### src/rtl/ai_wb_stream_bridge.sv
// Wishbone slave that feeds a TX FIFO out on a valid/ready stream and collects an RX stream into a FIFO.
// Optional: define AI_BRIDGE_DEBUG_EN to drive dbg_o with a registered status snapshot and TX pop counter.
module ai_wb_stream_bridge #(
    parameter logic [31:0] BASE_ADDR = 32'h3200_0000,
    parameter int          DEPTH     = 8
) (
    input  logic        wb_clk_i,
    input  logic        wb_rst_i,
    input  logic        wbs_cyc_i,
    input  logic        wbs_stb_i,
    input  logic        wbs_we_i,
    input  logic [3:0]  wbs_sel_i,
    input  logic [31:0] wbs_adr_i,
    input  logic [31:0] wbs_dat_i,
    output logic        wbs_ack_o,
    output logic [31:0] wbs_dat_o,
    output logic        m_valid,
    output logic [31:0] m_data,
    input  logic        m_ready,
    input  logic        s_valid,
    input  logic [31:0] s_data,
    output logic        s_ready,
    output logic        irq,
    output logic [31:0] dbg_o
);
    localparam int AW = $clog2(DEPTH);
    localparam int CW = AW + 1;
    localparam logic [CW-1:0] FULL = CW'(DEPTH);

    typedef enum logic {S_IDLE = 1'b0, S_ACK = 1'b1} state_t;
    state_t state_q, state_d;

    logic          req, wr, rd, ctrl_wr, flush, stat_w1c;
    logic [5:0]    off;
    logic          en_q, ie_rx_q, ie_txe_q, ie_err_q;
    logic [2:0]    irq_stat_q, irq_stat_d, irq_set;
    logic          irq_q;
    logic [31:0]   dat_q, dat_d;

    logic [31:0]   tx_mem [DEPTH];
    logic [31:0]   rx_mem [DEPTH];
    logic [AW-1:0] tx_wp_q, tx_rp_q, rx_wp_q, rx_rp_q;
    logic [CW-1:0] tx_cnt_q, tx_cnt_d, rx_cnt_q, rx_cnt_d;
    logic          tx_empty, tx_full, rx_empty, rx_full;
    logic          tx_wr, tx_push, tx_pop, rx_rd, rx_push, rx_pop;
    logic          unused_ok;

    assign unused_ok = ^{wbs_sel_i[3:1], wbs_adr_i[1:0]};

    assign off      = wbs_adr_i[7:2];
    assign req      = (state_q == S_IDLE) && wbs_cyc_i && wbs_stb_i
                      && (wbs_adr_i[31:8] == BASE_ADDR[31:8]);
    assign wr       = req && wbs_we_i;
    assign rd       = req && !wbs_we_i;
    assign ctrl_wr  = wr && (off == 6'd0) && wbs_sel_i[0];
    assign flush    = ctrl_wr && wbs_dat_i[3];
    assign stat_w1c = wr && (off == 6'd3) && wbs_sel_i[0];

    always_comb begin
        state_d   = S_IDLE;
        wbs_ack_o = 1'b0;
        if (state_q == S_IDLE) begin
            if (req) state_d = S_ACK;
        end else begin
            wbs_ack_o = 1'b1;
        end
    end

    assign tx_empty = (tx_cnt_q == '0);
    assign tx_full  = (tx_cnt_q == FULL);
    assign rx_empty = (rx_cnt_q == '0);
    assign rx_full  = (rx_cnt_q == FULL);

    assign m_valid = en_q && !tx_empty;
    assign m_data  = tx_mem[tx_rp_q];
    assign s_ready = en_q && !rx_full;

    // A write to a full TX is only taken when the stream frees a slot on the same edge.
    assign tx_pop  = m_valid && m_ready;
    assign tx_wr   = wr && (off == 6'd2);
    assign tx_push = tx_wr && (!tx_full || tx_pop);
    assign rx_push = s_valid && s_ready;
    assign rx_rd   = rd && (off == 6'd2);
    assign rx_pop  = rx_rd && !rx_empty;

    always_comb begin
        tx_cnt_d = tx_cnt_q + CW'(tx_push) - CW'(tx_pop);
        rx_cnt_d = rx_cnt_q + CW'(rx_push) - CW'(rx_pop);
        irq_set  = '0;
        if (!flush) begin
            irq_set[0] = rx_push && rx_empty;
            irq_set[1] = tx_pop && (tx_cnt_d == '0);
            irq_set[2] = (tx_wr && !tx_push) || (rx_rd && rx_empty);
        end
        irq_stat_d = (irq_stat_q & ~(stat_w1c ? wbs_dat_i[2:0] : 3'b000)) | irq_set;
        if (flush) begin
            tx_cnt_d = '0;
            rx_cnt_d = '0;
        end
    end

    always_comb begin
        dat_d = dat_q;
        if (rd) begin
            case (off)
                6'd0:    dat_d = {26'd0, ie_err_q, 2'b00, ie_txe_q, ie_rx_q, en_q};
                6'd1:    dat_d = {12'd0, 4'(rx_cnt_q), 4'd0, 4'(tx_cnt_q), 4'd0,
                                  rx_empty, rx_full, tx_empty, tx_full};
                6'd2:    dat_d = rx_empty ? 32'd0 : rx_mem[rx_rp_q];
                6'd3:    dat_d = {29'd0, irq_stat_q};
                default: dat_d = 32'd0;
            endcase
        end
    end

    always_ff @(posedge wb_clk_i) begin
        if (wb_rst_i) begin
            state_q    <= S_IDLE;
            dat_q      <= '0;
            en_q       <= 1'b0;
            ie_rx_q    <= 1'b0;
            ie_txe_q   <= 1'b0;
            ie_err_q   <= 1'b0;
            irq_stat_q <= '0;
            irq_q      <= 1'b0;
            tx_cnt_q   <= '0;
            rx_cnt_q   <= '0;
            tx_wp_q    <= '0;
            tx_rp_q    <= '0;
            rx_wp_q    <= '0;
            rx_rp_q    <= '0;
        end else begin
            state_q    <= state_d;
            dat_q      <= dat_d;
            irq_stat_q <= irq_stat_d;
            irq_q      <= |(irq_stat_q & {ie_err_q, ie_txe_q, ie_rx_q});
            tx_cnt_q   <= tx_cnt_d;
            rx_cnt_q   <= rx_cnt_d;
            if (ctrl_wr) begin
                en_q     <= wbs_dat_i[0];
                ie_rx_q  <= wbs_dat_i[1];
                ie_txe_q <= wbs_dat_i[2];
                ie_err_q <= wbs_dat_i[5];
            end
            if (flush) begin
                tx_wp_q <= '0;
                tx_rp_q <= '0;
                rx_wp_q <= '0;
                rx_rp_q <= '0;
            end else begin
                if (tx_push) tx_wp_q <= tx_wp_q + AW'(1);
                if (tx_pop)  tx_rp_q <= tx_rp_q + AW'(1);
                if (rx_push) rx_wp_q <= rx_wp_q + AW'(1);
                if (rx_pop)  rx_rp_q <= rx_rp_q + AW'(1);
            end
        end
    end

    always_ff @(posedge wb_clk_i) begin
        if (tx_push && !flush) tx_mem[tx_wp_q] <= wbs_dat_i;
        if (rx_push && !flush) rx_mem[rx_wp_q] <= s_data;
    end

    assign wbs_dat_o = dat_q;
    assign irq       = irq_q;

`ifdef AI_BRIDGE_DEBUG_EN
    logic [11:0] pop_cnt_q;
    logic [31:0] dbg_q;

    always_ff @(posedge wb_clk_i) begin
        if (wb_rst_i) begin
            pop_cnt_q <= '0;
            dbg_q     <= '0;
        end else begin
            if (tx_pop && !flush) pop_cnt_q <= pop_cnt_q + 12'd1;
            dbg_q <= {pop_cnt_q, irq_q, s_ready, m_valid, 1'(state_q),
                      8'(rx_cnt_q), 8'(tx_cnt_q)};
        end
    end

    assign dbg_o = dbg_q;
`else
    assign dbg_o = 32'd0;
`endif

endmodule

### config.mk
export PLATFORM = sky130hd
export DESIGN_NAME = ai_wb_stream_bridge
export DESIGN_NICKNAME = d
export VERILOG_FILES = /design/src/rtl/ai_wb_stream_bridge.sv
export SDC_FILE = /design/constraint.sdc
export NUM_CORES = 1
export LEC_CHECK = 0
export ABC_AREA = 0
export BUFFER_PORTS_ARGS = -buffer_cell sky130_fd_sc_hd__buf_2
export CAP_MARGIN = 40
export CORE_MARGIN = 4
export CORE_UTILIZATION = 45
export DETAILED_ROUTE_END_ITERATION = 12
export PLACE_DENSITY = 0.6
export SETUP_SLACK_MARGIN = 0.05
export SYNTH_ARGS = -nofsm -noshare
export SYNTH_HDL_FRONTEND = slang
export SYNTH_SLANG_ARGS = --single-unit
### constraint.sdc
create_clock -name wb_clk_i -period 9.5 [get_ports wb_clk_i]
set_input_delay 0.475 -clock wb_clk_i [delete_from_list [all_inputs] [get_ports wb_clk_i]]
set_output_delay 0.475 -clock wb_clk_i [all_outputs]
set_load 0.01 [all_outputs]
==> metrics.csv <==
metric;value;unit
post_cts_buffers;0;
power_frac_comb;1.3;%
fp.dieH;232.2;um
p_leak;8.569;nW
cts-root-buf;clkbuf_16;
routed_via_density;5.392;
synth_edf_count;512;
route.detailed.drc;0;
avgSynthCellArea;20.11;um^2
dr.pass1.iters;5;
cts_sinks;579;
clk_latency;0.60;ns
grt_max_degree;44;
io_pins;207;
yosys-top-cells-count;edfxtp_1 (512), mux4_2 (128), dfxtp_1 (67);
powerDensity;193.2;mW/mm^2
finalHoldViolCount;0;
ant_nets;0;
wirelength;47.32;mm
slew_headroom;42.39;%
hold_class;input port to flop;
ir_worst_vdd;0.1503;mV
seqPwrFrac;54.5;%
syn_to_final_growth;16.02;%
gp_congestion;0.8143;
worstSetupPathType;flop to primary output;
cp-end-kind;primary output;
ys_ff_latch;579;
grt_usage;17.76;%
yosysUniqueCellTypes;67;
drv_cap;0;
std_cell_rows;81;
critical_path_required;9.03;ns
vias;11020;
clockBufferDepth;3;
cts_tree;built;
fin_crit;3.410;ns
ys_warn_count;0;
clk_pin_slew_worst_paths;0.06;ns
finClkSkew;0.02143;ns
drv_slew;0;
synth-async-reset-ratio;0;%
synth_top_area_share;67.94;%
dpl.hpwl;26.77;mm
numCtsBuffers;58;
timing.hold.ws;0.1364;ns
fin_crit_sh;35.90;%
ctsResizeCount;0;
wl_per_cell;23.16;um
syn-cell-area;0.02263;mm^2
drive_gt1_share;37.16;%
regArea;0.01673;mm^2
clock.fmax;0.2933;GHz
port_buffers;169;
grt_pass1_vias;11650;
die_w;232.2;um
p_sw_share;19.42;%
netlist_instances;1125;
max_slew.worst_pin.slew;0.8641;ns
synth.most_common_cell;edfxtp_1;
grt_pass1_wl;72.11;mm
rsz0062_at_grt;false;
multi_input_area;0.005588;mm^2
clkPwrFrac;44.2;%
crit_fanout;32;
die_area;0.05394;mm^2
setup_viol;0;
synth_top_cell_by_area;edfxtp_1;
cts_htree_levels;2;
drt-initial-drc-count;713;
synth_area_leaders;edfxtp_1 (68%), mux4_2 (13%), dfxtp_1 (5.9%), mux2_2 (2.6%), buf_4 (1.2%);
ys_seq_area_share;73.87;%
net-switching-power;985.0;uW
core;0.04936;mm^2
cts_hold_buffers;0;
antenna_found_initial;5;
overflow;0;
initial_core_util;45.85;%
synth_ff_type;edfxtp_1;
fillers;3984;
internal_power;4.087;mW
cp_data_arrival_time;2.94;ns
cp-start-kind;flop;
status;complete, no violations;
nNetsFinal;1455;
setup_tns;0;ns
-- layer usage --
layer  global-route usage, %  wire (um)  vias up
met5                       0         57        -
met1                   23.46      19680     5738
met2                   30.40      24060      250
met4                   4.222        781        8
li1                        -          -     4957
met3                   3.827       2745       62
-- cell type report --
type                       count  share of cell area [%]
clock inverter                34                   1.201
tap                          664                   3.164
antenna                        1                0.009532
sequential                   579                   63.72
multi-input combinational    476                   21.28
clock buffer                  73                   5.976
inverter                      17                  0.2431
timing repair buffer         199                   4.404
-- stage by stage --
step	instances	util [%]	power, mW	area, um^2	setup WS, ns
after floorplan	1156	-	2.845	22750	4.664
after global placement	1930	49.12	2.882	24240	5.622
after detailed placement	1935	49.37	2.885	24370	5.608
after CTS	2042	53.19	5.131	26250	5.953
after global routing	2042	53.19	5.256	26250	5.851
final	2043	53.19	5.072	26250	6.090
-- worst paths after layout --
check | startpoint | to | slack [ns] | depth (start not counted)
worst max-delay path | flop | m_data[30] | 6.09 | 5
worst min-delay path | s_data[17] | rx_mem[7][17]$_DFFE_PP_ | 0.14 | 1
worst max register to register | state_q$_SDFF_PP0_ | irq_stat_q[1]$_SDFF_PP0_ | 6.43 | 11
worst min register to register | irq_stat_q[2]$_SDFF_PP0_ | irq_stat_q[2]$_SDFF_PP0_ | 0.50 | 2
-- registers in the layout, summed over array words and instances (netlist names), named ones only --
register and flops:
en_q 1, ie_err_q 1, ie_rx_q 1, ie_txe_q 1, irq 1, irq_stat_q 3
rx_cnt_q 4, rx_mem 256, rx_rp_q 3, rx_wp_q 3, state_q 1, tx_cnt_q 4
tx_mem 256, tx_rp_q 3, tx_wp_q 3, wbs_dat_o 32
-- power by group through the flow --
stage	logic [mW]	registers, mW	clock network (mW)
finish	0.0674	2.76	2.24
global route	0.0753	2.76	2.42
CTS	0.0677	2.76	2.30
detailed placement	0.0675	2.82	0
global placement	0.0637	2.82	0
floorplan	0.0247	2.82	0
-- layout by cell type (no fill, tap or decap), drive strengths merged, types with 19 or more instances in the layout --
cell | synthesis | layout
clkinv | 0 | 21
conb | 1 | 32
nor2 | 55 | 55
mux2i | 19 | 19
mux4 | 128 | 128
edfxtp | 512 | 512
clkbuf | 23 | 73
inv | 17 | 20
buf | 61 | 199
dfxtp | 67 | 67
a22oi | 21 | 21
mux2 | 53 | 53
-- worst max-delay path: stages (launching register included) --
cell     delay, ns
dfxtp_4       0.63
buf_4         0.38
buf_16        0.29
mux4_2        0.55
mux2_2        0.30
buf_2         0.15
-- logic make-up (layout without fill, tap and decap cells) --
group | Yosys count | in the layout | share of synthesized area [%]
flip-flops | 579 | 579 | 73.87
multiplexers | 200 | 200 | 16.22
AND/OR/NAND/NOR | 148 | 148 | 3.964
buffers and inverters | 101 | 323 | 2.416
AO/OA/AOI/OAI | 70 | 70 | 2.162
adder cells (fa/ha/maj) | 17 | 17 | 1.006
XOR/XNOR | 9 | 9 | 0.3483
other | 1 | 33 | 0.01657
Note: power is estimated with default switching activity, not from simulation.
